--- src/rtl/sfr_bank_ta.sv ---
// Bank of NUM_REGS byte/bit-writable 8051-style SFRs. Define SFR_BANK_TIMED_ACCESS_EN to
// build the Timed Access (0xAA/0x55) unlock guarding the PROT_MASK registers.
module sfr_bank_ta #(
  parameter int unsigned         NUM_REGS  = 4,
  parameter logic [7:0]          BASE_ADDR = 8'hC8,
  parameter logic [NUM_REGS-1:0] PROT_MASK = '0,
  parameter logic [7:0]          TA_ADDR   = 8'hC7,
  parameter int unsigned         TA_WINDOW = 3,
  parameter logic [7:0]          RESET_VAL = 8'h00
) (
  input  logic                  clock,
  input  logic                  reset,
  input  logic [7:0]            data_in,
  input  logic [7:0]            addr,
  input  logic                  wr_en,
  input  logic                  wr_bit_en,
  input  logic                  bit_in,
  output logic [8*NUM_REGS-1:0] regs_flat,
  output logic [7:0]            rd_data,
  output logic                  rd_hit,
  output logic                  ta_open,
  output logic                  prot_err
);

  if (NUM_REGS < 1 || NUM_REGS > 8) begin : g_bad_num_regs
    $error("sfr_bank_ta: NUM_REGS must be 1..8");
  end
  if (BASE_ADDR[2:0] != 3'b000) begin : g_bad_base_align
    $error("sfr_bank_ta: BASE_ADDR must be 8-aligned");
  end
  if (int'(BASE_ADDR) + 8 * (int'(NUM_REGS) - 1) > 255) begin : g_bad_base_wrap
    $error("sfr_bank_ta: bank wraps past 8'hFF");
  end
  if (TA_WINDOW < 1) begin : g_bad_window
    $error("sfr_bank_ta: TA_WINDOW must be >= 1");
  end
  if (TA_ADDR[2:0] == 3'b000 && TA_ADDR >= BASE_ADDR &&
      (int'(TA_ADDR) - int'(BASE_ADDR)) / 8 < int'(NUM_REGS)) begin : g_bad_ta_addr
    $error("sfr_bank_ta: TA_ADDR collides with a bank register");
  end
  if ($bits(PROT_MASK) != NUM_REGS) begin : g_bad_prot_mask
    $error("sfr_bank_ta: PROT_MASK width must equal NUM_REGS");
  end

  function automatic logic [7:0] reg_addr(input int unsigned idx);
    return BASE_ADDR + 8'(8 * idx);
  endfunction

  logic [7:0]          regs [NUM_REGS];
  logic [NUM_REGS-1:0] byte_sel;
  logic [NUM_REGS-1:0] wr_sel;
  logic [NUM_REGS-1:0] wr_ok;

  // Bit writes match on addr[7:3] only; addr[2:0] then picks the bit.
  always_comb begin
    logic [7:0] ra;
    ra       = '0;
    byte_sel = '0;
    wr_sel   = '0;
    for (int unsigned i = 0; i < NUM_REGS; i++) begin
      ra          = reg_addr(i);
      byte_sel[i] = (addr == ra);
      wr_sel[i]   = wr_en & (wr_bit_en ? (addr[7:3] == ra[7:3]) : byte_sel[i]);
    end
  end

`ifdef SFR_BANK_TIMED_ACCESS_EN
  localparam int unsigned CW = (TA_WINDOW > 1) ? $clog2(TA_WINDOW) : 1;
  localparam logic [CW-1:0] CNT_LOAD = CW'(TA_WINDOW - 1);

  typedef enum logic [1:0] {IDLE, ARMED, OPEN} ta_state_t;

  ta_state_t      state, state_nxt;
  logic [CW-1:0]  cnt, cnt_nxt;
  logic           ta_wr;
  logic           prot_wr;

  assign ta_wr   = wr_en & ~wr_bit_en & (addr == TA_ADDR);
  assign prot_wr = |(wr_sel & PROT_MASK);
  assign wr_ok   = wr_sel & (~PROT_MASK | {NUM_REGS{state == OPEN}});
  assign ta_open = (state == OPEN);

  always_comb begin
    state_nxt = state;
    cnt_nxt   = cnt;
    if (ta_wr) begin
      if (data_in == 8'hAA) begin
        state_nxt = ARMED;
        cnt_nxt   = CNT_LOAD;
      end else if (state == ARMED && data_in == 8'h55) begin
        state_nxt = OPEN;
        cnt_nxt   = CNT_LOAD;
      end else begin
        state_nxt = IDLE;
        cnt_nxt   = '0;
      end
    end else if (state == OPEN && prot_wr) begin
      // The single protected write consumes the unlock.
      state_nxt = IDLE;
      cnt_nxt   = '0;
    end else if (state != IDLE) begin
      if (cnt == '0) begin
        state_nxt = IDLE;
      end else begin
        cnt_nxt = cnt - 1'b1;
      end
    end
  end

  always_ff @(posedge clock or posedge reset) begin
    if (reset) begin
      state    <= IDLE;
      cnt      <= '0;
      prot_err <= 1'b0;
    end else begin
      state    <= state_nxt;
      cnt      <= cnt_nxt;
      prot_err <= prot_wr & (state != OPEN);
    end
  end
`else
  assign wr_ok    = wr_sel;
  assign ta_open  = 1'b0;
  assign prot_err = 1'b0;
`endif

  always_ff @(posedge clock or posedge reset) begin
    if (reset) begin
      for (int unsigned i = 0; i < NUM_REGS; i++) begin
        regs[i] <= RESET_VAL;
      end
    end else begin
      for (int unsigned i = 0; i < NUM_REGS; i++) begin
        if (wr_ok[i]) begin
          if (wr_bit_en) begin
            regs[i][addr[2:0]] <= bit_in;
          end else begin
            regs[i] <= data_in;
          end
        end
      end
    end
  end

  always_comb begin
    regs_flat = '0;
    for (int unsigned i = 0; i < NUM_REGS; i++) begin
      regs_flat[8*i +: 8] = regs[i];
    end
  end

  always_comb begin
    rd_data = '0;
    rd_hit  = 1'b0;
    for (int unsigned i = 0; i < NUM_REGS; i++) begin
      if (byte_sel[i]) begin
        rd_data = regs[i];
        rd_hit  = 1'b1;
      end
    end
`ifdef SFR_BANK_TIMED_ACCESS_EN
    if (addr == TA_ADDR) begin
      rd_data = {7'b0, ta_open};
      rd_hit  = 1'b1;
    end
`endif
  end

endmodule

--- config.mk ---
export PLATFORM = sky130hd
export DESIGN_NAME = sfr_bank_ta
export DESIGN_NICKNAME = d
export VERILOG_FILES = /design/src/rtl/sfr_bank_ta.sv
export SDC_FILE = /design/constraint.sdc
export NUM_CORES = 1
export LEC_CHECK = 0
export ABC_AREA = 1
export CORE_AREA = 5 5 71 73
export CTS_BUF_LIST = sky130_fd_sc_hd__clkbuf_4 sky130_fd_sc_hd__clkbuf_8
export CTS_CLUSTER_DIAMETER = 60
export DETAILED_ROUTE_END_ITERATION = 8
export DIE_AREA = 0 0 76 78
export GPL_TIMING_DRIVEN = 0
export PLACE_DENSITY = 0.8
export SLEW_MARGIN = 10
export SYNTH_ARGS = -nofsm -noshare
export SYNTH_HDL_FRONTEND = slang
export SYNTH_SLANG_ARGS = --single-unit
--- constraint.sdc ---
create_clock -name clock -period 1.3 [get_ports clock]
set_input_delay 0.26 -clock clock [delete_from_list [all_inputs] [get_ports clock]]
set_output_delay 0.26 -clock clock [all_outputs]
set_load 0.01 [all_outputs]
==> flow_results.org <==
** Logic synthesis
- EDFF count, synth :: 0
- After synthesis the netlist holds a flip-flop and latch count of 32.
- Counting instances in the post-synthesis netlist gives the leading cell types as 117 x sky130_fd_sc_hd__nand2_1, 40 x sky130_fd_sc_hd__nand3_1, 32 x sky130_fd_sc_hd__dfrtp_1.
- Each instance of the synthesized netlist takes up on average ~7.0 sq um.
- Most common cell in the synthesized netlist :: sky130_fd_sc_hd__nand2_1
- In this run, distinct cell masters in the synthesized netlist total 23.
- Synth area leaders :: sky130_fd_sc_hd__dfrtp_1 40%, sky130_fd_sc_hd__nand2_1 22%, sky130_fd_sc_hd__nand3_1 10%, sky130_fd_sc_hd__inv_1 3.4%, sky130_fd_sc_hd__nand4_1 3.2%
- Yosys Warn Count :: 0
- In the synthesized netlist the async set-or-reset flop fraction comes to 100%.
- Synthesis produced a netlist whose cell count is 282.
- Cell area after synthesis :: a little under 2000 sq um
- In the synthesized netlist the dominant register cell turns out to be sky130_fd_sc_hd__dfrtp_1.
- In this run the biggest area consumer among cell types represents roughly two fifths of the synthesized area.
- For this run, the register share of the synthesized area comes to slightly above 40%.
- Summed over all instances, the cell type with the most area after synthesis is sky130_fd_sc_hd__dfrtp_1.

** Power
- Overall power consumption after layout is estimated at 2580 uW.
- Of the total power, the clock network draws between 30% and 40%.
- Power dissipated by switching net loads :: 791 uW
- Cell internal power was estimated by the tool at 1790 uW.
- Combinational logic is responsible for between 20 and 25% of the overall power.
- PwrDens :: between 700 and 800 nW/um^2
- Worst vdd rail ir drop :: between 0.6 and 0.7 mV
- Relative contribution of sequential cells to total power :: a little over two fifths
- Of the total power, the share spent switching nets is between 30% and 40%.
- Summed over all cells, the static leakage comes to 0.00180 uW.

** Drt
- Via count :: around 2,700
- M1 wire length :: 3.28 mm
- Met3 wire length :: approximately 960 microns
- Detail-routed net length per standard cell :: 20.5 microns
- Number of antenna-violating nets in the routed design :: 0
- After detailed routing, no signal wire sits above met4.
- Summed over all layers, the routed wires come to between 9 and 10 mm.
- # DRC :: 0
- Before antenna repair, the detailed router went through 5 iterations.
- DR WL met2 :: about 4.4 mm
- Dividing the detail-routed via count by the number of cells gives about 6.0.
- Number of DRC markers in iteration 0 :: 307

** Cells and area
- Number of non-filler instances in the completed layout :: around 450
- The repair_antennas step left the layout with diodes totalling 0.
- After the last flow step, the layout net total stands at roughly 420.
- Signed area change from the synthesized netlist to the final layout :: 70.2%
- Largest register FFs :: 32
- The post-route netlist has a little over a third of its cells at a drive strength greater than 1.

** Placement
- DP Cell Count :: just under 400
- Routability-driven placement finished with a final weighted congestion of a little over 0.9.
- Detailed placement ended at an HPWL of ~4.6 mm.
- Count of buffers inserted at the top-level ports :: 60

** CTS
- Buffers inserted during clock tree synthesis total 5.
- The clock net in this run drives a total of 32 sinks.
- Clock latency at the later pin of the worst-skew pair :: ~0.29 ns
- TritonCTS built the clock tree.
- Hold-fix buffers at CTS :: 0
- Max Root-Sink Buffers :: 2
- Clock root cell :: sky130_fd_sc_hd__clkbuf_8
- The clock tree synthesis step divided the H-tree into 2 levels.
- Clock transition at the register clock pins on the worst setup and hold paths after CTS :: approximately 0.070 ns

** STA
- Once routing completed, OpenROAD measured the worst setup slack at -0.372 ns.
- After routing, the total negative slack on setup checks comes to -3.34 ns.
- Setup repair after global routing could not meet its margin everywhere.
- Between clock sinks in the finished design, the worst skew comes to 0 ns.
- Pin slew with the least headroom to its limit :: slightly above 0.7 ns
- For the finished layout, the period the worst path requires is 1.67 ns.
- Fmax :: 598 MHz
- Of the available clock period, the critical path in the final layout requires 129%.
- Pins Over Slew Limit :: 0
- Hold Violations, Final :: 0
- Setup violations remaining at the end of the flow were counted as 21.
- Relative slew margins :: 51.9%

** Status
- Run status :: finished, violations left
- The final reports fail on setup timing.

** Critical path
- The slowest stage of the critical path is the sky130_fd_sc_hd__nor2_4 cell.
- In this design, the stage delay of the slowest critical-path cell is 0.18 ns.
- STA classifies the critical path endpoint as an output pin.
- Traced cell by cell, the critical path runs through buf_12 -> nor2_4 -> nand2_4 -> nor2_4 -> nand2_4 -> inv_6 -> buf_6 -> nand2_2 -> nand4_1 -> buf_2.
- Worst path top cell family by delay :: simple AND/OR/NAND/NOR gates
- Data arrives at the worst endpoint at ~1.4 ns.
- Counting both buffers and inverters, the worst setup path holds a total of 4.
- The critical path is of the in2out type.
- Critical path fanouts, max :: 6
- Critical path data required time :: 1.04 ns
- STA classifies the critical path startpoint as an input pin.

** Job
- The tool flagged a number of max-cap violations equal to 0.

** GRT
- The number of global-route vias before repair was 2,613.
- Across every metal layer, demand over resource in global routing totals between 20% and 30%.
- The initial antenna violation count is 0.
- Total overflow reported by the global router :: 0
- First-pass GRT wire length :: about 13 mm
- Entering global routing, the biggest net connects 33 pins.

** Floorplan
- Total I/O pin count :: 64
- Site Rows :: 24
- Die extent in x :: ~76 microns
- Once the floorplan was initialized, standard cells occupied between 40% and 50% of the core.
- Chip Height :: 78 microns
- Core region area :: 4290 sq um
- The die covers between 5000 and 6000 sq um.

** Min path
- The path class of the tightest hold or removal check is in2async.
==> cell families after synthesis <==
| group | count (synthesis) | share of synthesized area (%) |
|---|---|---|
| AOI/OAI and AO/OA | 28 | 7.58 |
| DFF | 32 | 40.4 |
| other | 1 | 0.189 |
| and+or+nand+nor | 189 | 43.6 |
| buffers and inverters | 32 | 8.21 |
==> worst paths after layout <==
check	cells after the start	endpoint	from	slack [ns]
worst max-delay path	10	rd_data[7]	addr[2]	-0.37
worst min-delay path	2	regs_flat[19]	reset	0.43
worst max register to register	2	regs_flat[31]	regs_flat[31]	0.58
worst min register to register	2	regs_flat[22]	regs_flat[22]	0.52
max in group asynchronous	2	regs_flat[10]	reset	0.47
min in group clock	4	regs_flat[3]	wr_bit_en	0.45
==> final cells by class <==
class | count | area, sq um
buffer | 9 | 90.1
clock buffer | 8 | 97.6
fill | 267 | 923
inverter | 23 | 115
multi-input combinational | 219 | 1230
sequential | 32 | 801
tap | 52 | 65.1
timing repair buffer | 110 | 973
==> metal layers <==
layer | GRT usage [%] | vias to the layer above
li1 | - | 1154
met1 | 31.5 | 1277
met2 | 44.1 | 219
met3 | 8.68 | 69
met4 | 19.6 | 0
met5 | 0 | -
==> power by group through the flow <==
stage / registers [uW] / clock network (uW) / logic, uW
global placement: 1140 / 0 / 477
finish: 1120 / 857 / 596
floorplan: 1160 / 0 / 194
detailed placement: 1140 / 0 / 487
CTS: 1120 / 854 / 511
global route: 1130 / 902 / 635
==> metrics by stage <==
| step | instance area, sq um | util (%) | worst slack, ns | hold WS [ns] |
|---|---|---|---|---|
| after global routing | 3370 | 78.5 | -0.392 | 0.482 |
| after CTS | 3090 | 72.0 | -0.249 | 0.419 |
| after detailed placement | 2660 | 61.9 | -1.38 | 0.486 |
| after global placement | 2660 | 61.9 | -1.35 | 0.485 |
| final | 3370 | 78.5 | -0.372 | 0.426 |
| after floorplan | 1990 | - | -0.00715 | 0.376 |
==> layout by cell type (no fill, tap or decap), types with 3 or more instances in the layout <==
cell type                         count
sky130_fd_sc_hd__dlygate4sd2_1       32
sky130_fd_sc_hd__nor2_4               9
sky130_fd_sc_hd__inv_4                3
sky130_fd_sc_hd__buf_4               40
sky130_fd_sc_hd__buf_8                4
sky130_fd_sc_hd__nor2_1               4
sky130_fd_sc_hd__nand3_2              6
sky130_fd_sc_hd__buf_6               22
sky130_fd_sc_hd__o21ai_0              4
sky130_fd_sc_hd__nand2_1             96
sky130_fd_sc_hd__inv_2                7
sky130_fd_sc_hd__nand2_4             10
sky130_fd_sc_hd__clkdlybuf4s50_1     10
sky130_fd_sc_hd__inv_1                9
sky130_fd_sc_hd__dfrtp_1             32
sky130_fd_sc_hd__nand3_1             32
sky130_fd_sc_hd__o21ai_1             13
sky130_fd_sc_hd__a21oi_1              3
sky130_fd_sc_hd__nand3b_1             3
sky130_fd_sc_hd__buf_2                9
sky130_fd_sc_hd__nand2_2             15
sky130_fd_sc_hd__clkbuf_8             6
sky130_fd_sc_hd__nand4_1             10
==> repair_timing <==
item / in CTS / in global routing
buffers inserted: 38 / 11
resized for setup: 164 / 57
pin swaps: 17 / 22
endpoints found under the setup margin: 105 / 34
gates cloned: 2 / 1
Power figures use the tool's default switching activity.
